`src/rtl/pwm_pkg.sv`:
```
// Shared register map, control/status bit positions and prescaler encodings
// for the PWM register bank.
package pwm_pkg;

  localparam logic [7:0] ADDR_CTRL   = 8'h00;
  localparam logic [7:0] ADDR_PERIOD = 8'h01;
  localparam logic [7:0] ADDR_DUTY   = 8'h02;
  localparam logic [7:0] ADDR_STATUS = 8'h03;
  localparam logic [7:0] ADDR_COUNT  = 8'h04;

  localparam int CTRL_EN     = 0;
  localparam int CTRL_INV    = 1;
  localparam int CTRL_PSC_LO = 2;
  localparam int CTRL_PSC_HI = 3;

  localparam int STAT_EN   = 0;
  localparam int STAT_PEND = 1;

  localparam logic [1:0] PSC_DIV1 = 2'd0;
  localparam logic [1:0] PSC_DIV2 = 2'd1;
  localparam logic [1:0] PSC_DIV4 = 2'd2;
  localparam logic [1:0] PSC_DIV8 = 2'd3;

  typedef struct packed {
    logic [1:0] psc;
    logic       inv;
    logic       en;
  } ctrl_t;

  // Low prescaler bits that must all be ones for a tick.
  function automatic logic [2:0] psc_mask(input logic [1:0] psc);
    logic [2:0] m;
    case (psc)
      PSC_DIV1: m = 3'b000;
      PSC_DIV2: m = 3'b001;
      PSC_DIV4: m = 3'b011;
      default:  m = 3'b111;
    endcase
    return m;
  endfunction

endpackage

```
`src/rtl/pwm_core.sv`:
```
// PWM engine: prescaler, period counter, active period/duty registers and the
// registered output. Shadow values come in from the register bank.
module pwm_core
  import pwm_pkg::*;
#(
  parameter logic [7:0] RST_PERIOD = 8'hFF,
  parameter logic [7:0] RST_DUTY   = 8'h80
) (
  input  logic       clk,
  input  logic       rst,
  input  logic       en,
  input  logic       inv,
  input  logic [1:0] psc,
  input  logic       load,
  input  logic [7:0] period_sh,
  input  logic [7:0] duty_sh,
  output logic [7:0] cnt,
  output logic       wrap,
  output logic       pwm_out
);

  logic [2:0] pre;
  logic [7:0] period_act;
  logic [7:0] duty_act;
  logic [2:0] mask;
  logic       tick;

  assign mask = psc_mask(psc);
  assign tick = en && ((pre & mask) == mask);
  assign wrap = tick && (cnt == period_act);

  // Prescaler, counter, active-register reload and output flop.
  always_ff @(posedge clk) begin
    if (rst) begin
      pre        <= 3'd0;
      cnt        <= 8'd0;
      period_act <= RST_PERIOD;
      duty_act   <= RST_DUTY;
      pwm_out    <= 1'b0;
    end else begin
      // load only fires while disabled, so it never races a wrap
      if (load) begin
        cnt        <= 8'd0;
        period_act <= period_sh;
        duty_act   <= duty_sh;
      end else if (!en) begin
        cnt <= 8'd0;
      end else if (wrap) begin
        cnt        <= 8'd0;
        period_act <= period_sh;
        duty_act   <= duty_sh;
      end else if (tick) begin
        cnt <= cnt + 8'd1;
      end
      pre     <= en ? pre + 3'd1 : 3'd0;
      pwm_out <= en ? ((cnt < duty_act) ^ inv) : 1'b0;
    end
  end

endmodule

```
`src/rtl/pwm_regbank.sv`:
```
// SPI-facing register bank for a single PWM channel: CTRL, shadowed
// PERIOD/DUTY, STATUS and COUNT. The PWM engine lives in pwm_core.
module pwm_regbank
  import pwm_pkg::*;
#(
  parameter logic [7:0] RST_PERIOD = 8'hFF,
  parameter logic [7:0] RST_DUTY   = 8'h80
) (
  input  logic       clk,
  input  logic       rst,
  input  logic [7:0] addr,
  input  logic [7:0] data_wr,
  input  logic       wr_en,
  output logic [7:0] data_rd,
  output logic       pwm_out
);

  ctrl_t      ctrl;
  logic [7:0] period_sh;
  logic [7:0] duty_sh;
  logic       pend;
  logic [7:0] cnt;
  logic       wrap;
  logic       wr_ctrl, wr_period, wr_duty, load;

  assign wr_ctrl   = wr_en && (addr == ADDR_CTRL);
  assign wr_period = wr_en && (addr == ADDR_PERIOD);
  assign wr_duty   = wr_en && (addr == ADDR_DUTY);
  // enable rising edge restarts the period with fresh active values
  assign load      = wr_ctrl && data_wr[CTRL_EN] && !ctrl.en;

  // Control, shadow registers and pending flag.
  always_ff @(posedge clk) begin
    if (rst) begin
      ctrl      <= '0;
      period_sh <= RST_PERIOD;
      duty_sh   <= RST_DUTY;
      pend      <= 1'b0;
    end else begin
      if (wr_ctrl) begin
        ctrl.en  <= data_wr[CTRL_EN];
        ctrl.inv <= data_wr[CTRL_INV];
        ctrl.psc <= data_wr[CTRL_PSC_HI:CTRL_PSC_LO];
      end
      if (wr_period) period_sh <= data_wr;
      if (wr_duty)   duty_sh   <= data_wr;
      // a shadow write in a wrap cycle keeps PEND: its value missed the reload
      if (wr_period || wr_duty) pend <= 1'b1;
      else if (wrap || load)    pend <= 1'b0;
    end
  end

  // Read decode.
  always_comb begin
    data_rd = 8'h00;
    case (addr)
      ADDR_CTRL:   data_rd = {4'b0000, ctrl.psc, ctrl.inv, ctrl.en};
      ADDR_PERIOD: data_rd = period_sh;
      ADDR_DUTY:   data_rd = duty_sh;
      ADDR_STATUS: begin
        data_rd[STAT_EN]   = ctrl.en;
        data_rd[STAT_PEND] = pend;
      end
      ADDR_COUNT:  data_rd = cnt;
      default:     data_rd = 8'h00;
    endcase
  end

  pwm_core #(
    .RST_PERIOD(RST_PERIOD),
    .RST_DUTY  (RST_DUTY)
  ) u_core (
    .clk      (clk),
    .rst      (rst),
    .en       (ctrl.en),
    .inv      (ctrl.inv),
    .psc      (ctrl.psc),
    .load     (load),
    .period_sh(period_sh),
    .duty_sh  (duty_sh),
    .cnt      (cnt),
    .wrap     (wrap),
    .pwm_out  (pwm_out)
  );

endmodule

```
`config.mk`:
```
export PLATFORM = sky130hd
export DESIGN_NAME = pwm_regbank
export DESIGN_NICKNAME = d
export VERILOG_FILES = /design/src/rtl/pwm_pkg.sv /design/src/rtl/pwm_core.sv /design/src/rtl/pwm_regbank.sv
export SDC_FILE = /design/constraint.sdc
export NUM_CORES = 1
export LEC_CHECK = 0
export CAP_MARGIN = 20
export CORE_ASPECT_RATIO = 1.4
export CORE_MARGIN = 2
export CORE_UTILIZATION = 56
export DETAILED_ROUTE_END_ITERATION = 6
export DONT_BUFFER_PORTS = 1
export PLACE_DENSITY = 0.74
export SYNTH_ARGS = -nofsm -noshare
export SYNTH_HDL_FRONTEND = slang
export SYNTH_SLANG_ARGS = --single-unit
```
`constraint.sdc`:
```
create_clock -name clk -period 2.2 [get_ports clk]
set_clock_uncertainty 0.2 [all_clocks]
set_input_delay 0.44 -clock clk [delete_from_list [all_inputs] [get_ports clk]]
set_output_delay 0.44 -clock clk [all_outputs]
set_load 0.01 [all_outputs]
```
==> After elaboration in Yosys (flattened, before gate mapping) <==
Index checks and enable logic that the tools add are counted.
{ "classes": {"reduce_logical": 18, "magnitude_cmp": 1, "add_sub_neg": 2, "muxes": 11, "n_eq_ne": 8, "n_bitwise": 3} }
{ "ops": {"columns": ["operator", "count"], "rows": [
  ["$mux W8", 6],
  ["$pmux W6 S4", 1],
  ["$eq A8 B2 Y1 const B", 2],
  ["$pmux W2 S5", 1],
  ["$pmux W3 S3", 1],
  ["$add A8 B1 Y8 const B", 1],
  ["$eq A8 B1 Y1 const B", 1],
  ["$eq A8 B3 Y1 const B", 1],
  ["$eq A8 B8 Y1", 1],
  ["$logic_not A8 Y1", 1],
  ["$lt A8 B8 Y1", 1],
  ["$logic_and A1 B1 Y1", 7],
  ["$reduce_bool A2 Y1", 3],
  ["$reduce_or A4 Y1", 1],
  ["$add A3 B1 Y3 const B", 1],
  ["$and A3 B3 Y3", 1],
  ["$eq A3 B3 Y1", 1],
  ["$eq A2 B1 Y1 const B", 1],
  ["$eq A2 B2 Y1 const B", 1],
  ["$logic_not A2 Y1", 1],
  ["$logic_or A1 B1 Y1", 2],
  ["$mux W1", 2],
  ["$reduce_and A2 Y1", 1],
  ["$reduce_or A2 Y1", 1],
  ["3 further kinds", 3]
]} }
{ "totals": {"out_inout_bits": 9, "wordCells": 54, "ff_bits": 49, "in_bits": 19} }

==> Depth between registers and ports, before layout <==
Gate-level depths: netlist (run 1).
{ "depth": {"word_depth": 9, "mapped_depth": 8, "mapped_depth_nobuf": 7} }

==> Hierarchy <==
Synthesis (run 1) repeated with hierarchy kept, for this count alone.
{ "hier_totals": {"hier_cells": 305, "area_unflattened_um2": 2661.3} }
{ "modules_own_cells": {"columns": ["module", "seq_area_each_um2", "area_each_um2", "cells_per_inst", "n_inst"], "rows": [
  ["pwm_core", 560.5, 1442.6, 162, 1],
  ["pwm_regbank", 420.4, 1218.7, 143, 1]
]} }

==> Worst setup path before layout (run 1) <==
OpenSTA, ideal clock, no wires.
{ "synth_path": {"path_type": "input-to-output", "from": "input addr[5]", "to": "output data_rd[4]", "required_time_ps": 1560, "arrival_ps": 1770, "setup_slack_ps": -210, "cell_stages": 6, "path_cell_list": "or4_4 nor3_1 and2_0 clkbuf_1 a222oi_1 inv_1"} }
{ "synth_via": {"elab_chain_len": 2, "word_cells_on_any_way": 5} }
{ "synth_lines": {"columns": ["item", "line", "source"], "rows": [
  ["start: declaration", "pwm_regbank.sv:11", "input logic [7:0] addr,"],
  ["$eq A8 B3 Y1 (tied with other cells)", "pwm_regbank.sv:56", "case (addr)"],
  ["$pmux W6 S4 (*)", "pwm_regbank.sv:56", null],
  ["end: declaration", "pwm_regbank.sv:14", "output logic [7:0] data_rd,"]
]} }
Mark *: on every way between the ends. The rest lies on a longest branch, timed or not.

==> Worst setup path after layout (run 1) <==
{ "layout_path": {"from": "input addr[6]", "to": "output data_rd[5]"} }
Same word-level chain as after synthesis.

==> results of run 1 <==
[kinds of logic after synthesis]
logic type,count (synthesis),synth area share (%)
AOI/OAI and AO/OA,57,13.5
xor gates and xnor gates,17,6.02
adders and majority gates,9,4.55
buffers and inverters,29,5.01
DFF,49,39.7
muxes,15,6.28
and+or+nand+nor,116,25.0
[sequential cells by signal (all words and copies together), names as in the netlist]
name and cells:
u_core.cnt 8, u_core.duty_act 8, duty_sh 8, ctrl 4, u_core.pwm_out 1, u_core.pre 3, period_sh 8, pend 1
u_core.period_act 8
[worst max-delay path, delay by kind of cell]
| kind | cells | cell delay [ps] |
|---|---|---|
| and+or+nand+nor | 2 | 830 |
| AOI/OAI and AO/OA | 1 | 90 |
| buffers and inverters | 2 | 300 |
[through the flow]
step / utilization [%] / worst slack, ps
after global placement: 61.6 / -173
after floorplan: - / -165
after global routing: 65.4 / -137
after detailed placement: 61.6 / -194
after CTS: 65.4 / -106
final: 65.4 / -98.2
[per-layer routing]
| metal | vias up | routed length, µm | track usage [%] |
|---|---|---|---|
| li1 | 1046 | - | - |
| met1 | 1006 | 2500 | 31.6 |
| met2 | 32 | 2960 | 45.3 |
| met3 | 9 | 151 | 5.14 |
| met4 | 0 | 135 | 11.1 |
| met5 | - | 0 | 0 |
[worst paths after layout]
check                           from  slack [ps]  cells after the start            endpoint
setup reg to reg       u_core.cnt[5]         140                      6  u_core.duty_act[6]
hold / removal            data_wr[2]          40                      2        period_sh[2]
hold reg to reg   u_core.duty_act[5]         270                      2  u_core.duty_act[5]
setup / recovery             addr[6]        -100                      5          data_rd[5]
[final cells by class]
| cell class | instances | area [µm²] |
|---|---|---|
| Sequential cell | 49 | 981 |
| Clock buffer | 5 | 68.8 |
| Fill cell | 372 | 1470 |
| Inverter | 13 | 48.8 |
| Timing Repair Buffer | 18 | 154 |
| Multi-Input combinational cell | 214 | 1420 |
| Clock inverter | 3 | 28.8 |
| Tap cell | 60 | 75.1 |
[placed cells by master, fill, tap and decap left out, types with 2 or more instances in the layout]
cell type and n:
ha_1 9, o21ai_1 8, and3_1 3, a222oi_1 4
dfxtp_1 49, buf_4 15, nor3_1 13, nor2_1 13
nor3b_2 2, nand2_1 31, mux2_2 4, nor4_1 3
a21oi_1 20, nor2b_1 3, a22oi_2 2, xnor2_1 8
nand2_2 2, inv_1 13, and2_4 2, mux2i_1 11
o21ai_2 2, nand3_1 31, xor2_1 9, o21ai_0 14
nor3b_1 2, clkbuf_8 5
[timing repair]
item                                   in CTS  in global routing
endpoints found under the hold margin      19                  0
resized for setup                          12                  3
setup endpoints to repair                   8                  8
pin swaps                                   8                  2
hold buffers                                1                  0
buffers inserted                            2                  0
[where the power goes]
part | internal (mW) | total (mW) | switching [mW]
registers | 0.887 | 0.888 | 0.000626
logic | 0.0158 | 0.0380 | 0.0222
clock network | 0.238 | 0.582 | 0.344
==> impl_results.rst, run 1 <==
.. list-table::
   :header-rows: 1

   * - Metric
     - Value
   * - Status
     - finished, violations left
   * - Violations in the final reports
     - setup timing
   * - Worst stage delay on the critical path
     - slightly below 600 ps
   * - Largest area contributor in the synthesized netlist
     - dfxtp_1
   * - Top flip-flop cell by instance count after synthesis
     - dfxtp_1
   * - CP endpoint kind
     - primary output
   * - Total Routed Length
     - 5740 µm
   * - Top area cells in the synthesized netlist
     - dfxtp_1 (40%), nand3_1 (6.3%), nand2_1 (5.0%)
   * - Category of the most critical setup path
     - input port to primary output
   * - Max Fclk
     - 435 MHz
   * - Number of placement rows
     - 28
   * - Arrival time reported for the critical path endpoint
     - 1660 ps
   * - Via count
     - 2093
   * - Final hold slack
     - 35.2 ps
   * - Number of design rule violations left after detail routing
     - 0
   * - TritonRoute pass-1 iters
     - 4
   * - Antenna diodes
     - 0
   * - Cell leakage power
     - 1.11 nW
   * - Initial antenna violation count
     - 0
   * - Syn. warnings
     - 0
   * - CTS tree
     - yes
   * - Worst Path Required
     - 1560 ps
   * - Crit-path cells
     - or4_4 > nor4b_4 > buf_6 > a222oi_1 > inv_1
   * - Number of maximum-capacitance violations
     - 0
   * - I/O pin cnt
     - 28
   * - Maximum number of pins on one net before global-route repair
     - 20
   * - Routability Congestion
     - 0.871
   * - Startpoint types
     - input port
   * - Total chip power
     - 1.51 mW
   * - Count of placed standard cells in the final layout, fillers left out
     - between 300 and 400
   * - Highest fanout seen on the critical path
     - 7
   * - Placeable core region
     - 4240 µm²
   * - Area enclosed by the die boundary
     - between 4000 and 5000 µm²
   * - Instance count of the mapped netlist
     - 292
   * - Number of distinct library cell variants in the gate-level netlist after synthesis
     - between 40 and 50
   * - Final setup fails
     - 8
   * - Vias in the first global route
     - just over 2000
   * - Flip-flop and latch count after synthesis
     - 49
   * - Power density relative to cell area
     - 544 nW/µm²
   * - Max Buffers Root-to-Sink
     - 2
   * - CTS root buf
     - clkbuf_8
   * - Global-route congestion overflow total
     - 0
   * - Layout-stage area growth over the synthesis result
     - 12.1%
   * - Mean instance size in the synthesized netlist
     - 8.47 µm²
   * - Worst-Skew Late Latency
     - 320 ps
   * - Net count after synthesis
     - 320
   * - Final number of hold-violating endpoints
     - 0
   * - Routed length per instance
     - 15.9 µm
   * - Standard cell with the maximum stage delay on the critical path
     - or4_4
   * - Design Area, Final
     - 2770 µm²
   * - Proportion of netlist area held by the largest area contributor
     - 39.7%
   * - Clock period minus worst slack
     - approximately 2300 ps
   * - Setup repair after global routing missed its margin
     - yes
   * - Slew HR
     - roughly 45%
   * - Via density per instance
     - 5.78
   * - Number of enable-type register cells in the synthesized netlist
     - 0
   * - Most common cell in the netlist
     - dfxtp_1
   * - TNS Setup
     - -466 ps
   * - Share of synthesized area occupied by flip-flops and latches
     - 39.7%
   * - # clock sinks
     - between 40 and 50
   * - Final number of max-transition violations
     - 0
   * - Share of cells above drive strength 1
     - 15.6%
   * - Wire length of the first global-routing pass
     - 9660 µm
   * - Hold crit path type
     - input port to flip-flop
   * - Worst setup slack after layout
     - -98.2 ps
   * - Post-placement cell area
     - 2610 µm²
   * - Number of buffers added by the clock tree synthesis step
     - 5
   * - VDD IR-drop max
     - 0.555 mV
   * - Post-synthesis instance area
     - 2470 µm²
   * - Cells after DPL
     - 352
   * - Commonest cells in the netlist
     - dfxtp_1 (49), nand2_1 (33), nand3_1 (31), a21oi_1 (20), o21ai_0 (15)
   * - Aggregate global-route resource usage
     - 26.4%
   * - Final period utilization
     - 104%
   * - Residual antenna-violating net count after detailed routing
     - 0
   * - Count of nets after finishing
     - 329
   * - Detailed placement HPWL
     - 4180 µm
   * - Die outline width
     - 60.2 µm
   * - Initial Utilization
     - between 50% and 60%
   * - Clock slew seen by the registers of the worst setup and hold paths
     - about 100 ps
   * - Port Buf Inserts
     - 0
   * - Post-synthesis async set-or-reset flop share
     - 0%
   * - Die boundary height
     - roughly 83 µm
   * - H-tree levels
     - 2
   * - Slew at the pin with the worst max-slew slack
     - 822 ps
   * - Drt initial violations
     - 75
No activity file was read; power rests on OpenSTA's default activity.
==> run 2, diff against run 1 <==
Settings changed: CORE_ASPECT_RATIO 1.4 to unset.
==> run 2 against run 1 <==
Critical path depth is the same. Register-to-register slack gained 80 ps. Cell count shrank 1.7%. The run still ends with setup timing left. Highest routed layer unchanged. Fmax shrank 0.30%. Largest cell class unchanged. Sequential share of layout area shrank 0.080 points. Utilization shrank 0.69 points. Non-clock buffer count grew 2. Die area shrank 0.15%. Via count grew 4.0%. Largest power group unchanged.
==> impl_results.rst, run 2 (same netlist as run 1, synthesis figures left out) <==
.. list-table::
   :header-rows: 1

   * - Metric
     - Value
   * - Status
     - finished, violations left (unchanged)
   * - Violations in the final reports
     - setup timing (unchanged)
   * - Drt initial violations
     - 119 (was 75)
   * - Placeable core region
     - 4290 µm² (was 4240 µm²)
   * - Slew at the pin with the worst max-slew slack
     - 850 ps (was 822 ps)
   * - Power density relative to cell area
     - 533 nW/µm² (was 544 nW/µm²)
   * - Category of the most critical setup path
     - input port to primary output (unchanged)
   * - Max Buffers Root-to-Sink
     - 2 (unchanged)
   * - Most frequent standard cell in the layout excluding fill and tap cells
     - dfxtp_1 (unchanged)
   * - Net switching power
     - 0.346 mW (was 0.367 mW)
   * - Clock period minus worst slack
     - 2310 ps (was 2300 ps)
   * - Worst min-delay path endpoint
     - period_sh[7] (was period_sh[2])
   * - Post-placement cell area
     - 2610 µm² (about the same)
   * - Initial antenna violation count
     - 0 (unchanged)
   * - Routability Congestion
     - 0.761 (was 0.871)
   * - Commonest non-fill, non-tap cells in the layout
     - dfxtp_1 (49), nand2_1 (31), nand3_1 (31) (unchanged)
   * - Via density per instance
     - 6.11 (was 5.78)
   * - Share of cells above drive strength 1
     - 16.1% (was 15.6%)
   * - Setup repair after global routing missed its margin
     - yes (unchanged)
   * - Part of the total power dissipated in sequential elements
     - 59.9% (was 58.9%)
   * - Arrival time reported for the critical path endpoint
     - 1670 ps (was 1660 ps)
   * - Internal portion of total power
     - 1.13 mW (was 1.14 mW)
   * - HP Start
     - data_wr[7] (was data_wr[2])
   * - # clock sinks
     - 49 (unchanged)
   * - Switching part of the total power
     - 23.4% (was 24.3%)
   * - Startpoint types
     - input port (unchanged)
   * - Final number of hold-violating endpoints
     - 0 (unchanged)
   * - Wire length of the first global-routing pass
     - 10100 µm (was 9660 µm)
   * - Worst reg2reg setup slack
     - 220 ps (was 140 ps)
   * - Die outline width
     - 70.4 µm (was 60.2 µm)
   * - Layout-stage area growth over the synthesis result
     - 12.3% (was 12.1%)
   * - Combinational group share of total power
     - 2.6% (was 2.5%)
   * - Number of buffers and inverters on the critical path
     - 2 (unchanged)
   * - Final number of max-transition violations
     - 0 (unchanged)
   * - Antenna diodes
     - 0 (unchanged)
   * - Hold crit path type
     - input port to flip-flop (unchanged)
   * - Number of maximum-capacitance violations
     - 0 (unchanged)
   * - Number of placement rows
     - 24 (was 28)
   * - Worst Path Required
     - 1560 ps (about the same)
   * - CP endpoint kind
     - primary output (unchanged)
   * - Total chip power
     - 1.48 mW (was 1.51 mW)
   * - Port Buf Inserts
     - 0 (unchanged)
   * - Residual antenna-violating net count after detailed routing
     - 0 (unchanged)
   * - Vias in the first global route
     - 2118 (was 2067)
   * - Detailed placement HPWL
     - 4360 µm (was 4180 µm)
   * - Worst-Skew Late Latency
     - 310 ps (was 320 ps)
   * - VDD IR-drop max
     - 0.462 mV (was 0.555 mV)
   * - Design Area, Final
     - 2780 µm² (was 2770 µm²)
   * - Global-route congestion overflow total
     - 0 (unchanged)
   * - Worst stage delay on the critical path
     - 580 ps (about the same)
   * - H-tree levels
     - 2 (unchanged)
   * - Critical register-to-register path startpoint
     - u_core.cnt[5] (unchanged)
   * - Via count
     - 2176 (was 2093)
   * - Depth of the most critical reg-to-reg path
     - 6 (unchanged)
   * - Kind of cell with the highest combined delay on the critical path
     - simple AND/OR/NAND/NOR gates (unchanged)
   * - Clock slew seen by the registers of the worst setup and hold paths
     - 100 ps (about the same)
   * - Max Fclk
     - 434 MHz (was 435 MHz)
   * - Share of total power in the clock network
     - 37.4% (was 38.6%)
   * - TritonRoute pass-1 iters
     - 6 (was 4)
   * - Standard cell with the maximum stage delay on the critical path
     - or4_4 (unchanged)
   * - Total Routed Length
     - 6050 µm (was 5740 µm)
   * - Maximum number of pins on one net before global-route repair
     - 20 (unchanged)
   * - Instance count along the most critical hold path
     - 2 (unchanged)
   * - Routed length per instance
     - 17.0 µm (was 15.9 µm)
   * - Number of design rule violations left after detail routing
     - 0 (unchanged)
   * - Die boundary height
     - 70.4 µm (was 82.6 µm)
   * - Number of buffers added by the clock tree synthesis step
     - 5 (unchanged)
   * - Count of nets after finishing
     - 331 (was 329)
   * - I/O pin cnt
     - 28 (unchanged)
   * - Cell leakage power
     - 1.11 nW (about the same)
   * - CTS root buf
     - clkbuf_8 (unchanged)
   * - RR Endpoint
     - u_core.duty_act[0] (was u_core.duty_act[6])
   * - Final period utilization
     - 105% (was 104%)
   * - Aggregate global-route resource usage
     - 25.8% (was 26.4%)
   * - Area enclosed by the die boundary
     - 4960 µm² (was 4970 µm²)
   * - Highest fanout seen on the critical path
     - 7 (unchanged)
   * - Worst setup slack after layout
     - -105 ps (was -98.2 ps)
   * - Initial Utilization
     - 57.6% (was 58.3%)
   * - CTS tree
     - yes (unchanged)
   * - Slew HR
     - 43.2% (was 45.0%)
   * - Final setup fails
     - 8 (unchanged)
   * - Crit-path cells
     - or4_4 > nor4b_4 > buf_6 > a222oi_1 > inv_1 (unchanged)
run 2: how the worst max path moves through the flow:
stage             from         end  slack, ps  depth (start not counted)
4_1_cts        addr[6]  data_rd[5]       -110                          6
2_1_floorplan  addr[5]  data_rd[2]       -170                          4
6_report       addr[6]  data_rd[5]       -110                          5
5_1_grt        addr[6]  data_rd[4]       -180                          5
3_3_place_gp   addr[5]  data_rd[6]       -160                          5
3_5_place_dp   addr[5]  data_rd[7]       -200                          5
run 2: layer usage:
layer / up-vias / global-route usage [%] / routed length (µm)
met5: - / 0 / 0
met4: 0 / 8.33 / 81
met3: 7 / 5.19 / 350
met2: 61 / 42.8 / 2990
met1: 1055 / 33.6 / 2630
li1: 1053 / - / -
run 2: repair_timing:
item / 4_1_cts / 5_1_grt
pin swaps: 5 / 1
setup buffers: 2 / 0
hold buffers: 1 / 0
hold endpoints to repair: 19 / 0
resized for setup: 9 / 6
gates cloned: 0 / 0
setup endpoints to repair: 8 / 8
run 2: stage by stage:
| step | util, % | setup slack (ps) | cells | TNS (ps) | hold WS, ps |
|---|---|---|---|---|---|
| 6_report | 64.7 | -105 | 356 | -575 | 49.3 |
| 5_1_grt | 64.7 | -176 | 356 | -1020 | 47.2 |
| 4_1_cts | 64.2 | -112 | 356 | -603 | 46.2 |
| 3_5_place_dp | 60.7 | -200 | 345 | -1140 | 251 |
| 3_3_place_gp | 60.7 | -162 | 345 | -879 | 245 |
| 2_1_floorplan | - | -165 | 292 | -1080 | 230 |
run 2: layout make-up:
type / count / area [µm²]
clock buffer: 5 / 68.8
clock inverter: 3 / 26.3
fill: 370 / 1520
inverter: 13 / 48.8
multi-input combinational: 214 / 1420
sequential: 49 / 981
tap: 52 / 65.1
timing repair buffer: 20 / 173
run 2: power groups by stage:
| stage | logic [mW] | clock network [mW] | registers [mW] |
|---|---|---|---|
| after detailed placement | 0.0287 | 0 | 0.908 |
| after global routing | 0.0418 | 0.596 | 0.888 |
| final | 0.0389 | 0.554 | 0.888 |
| after CTS | 0.0374 | 0.563 | 0.888 |
| after floorplan | 0.0284 | 0 | 0.908 |
| after global placement | 0.0283 | 0 | 0.908 |
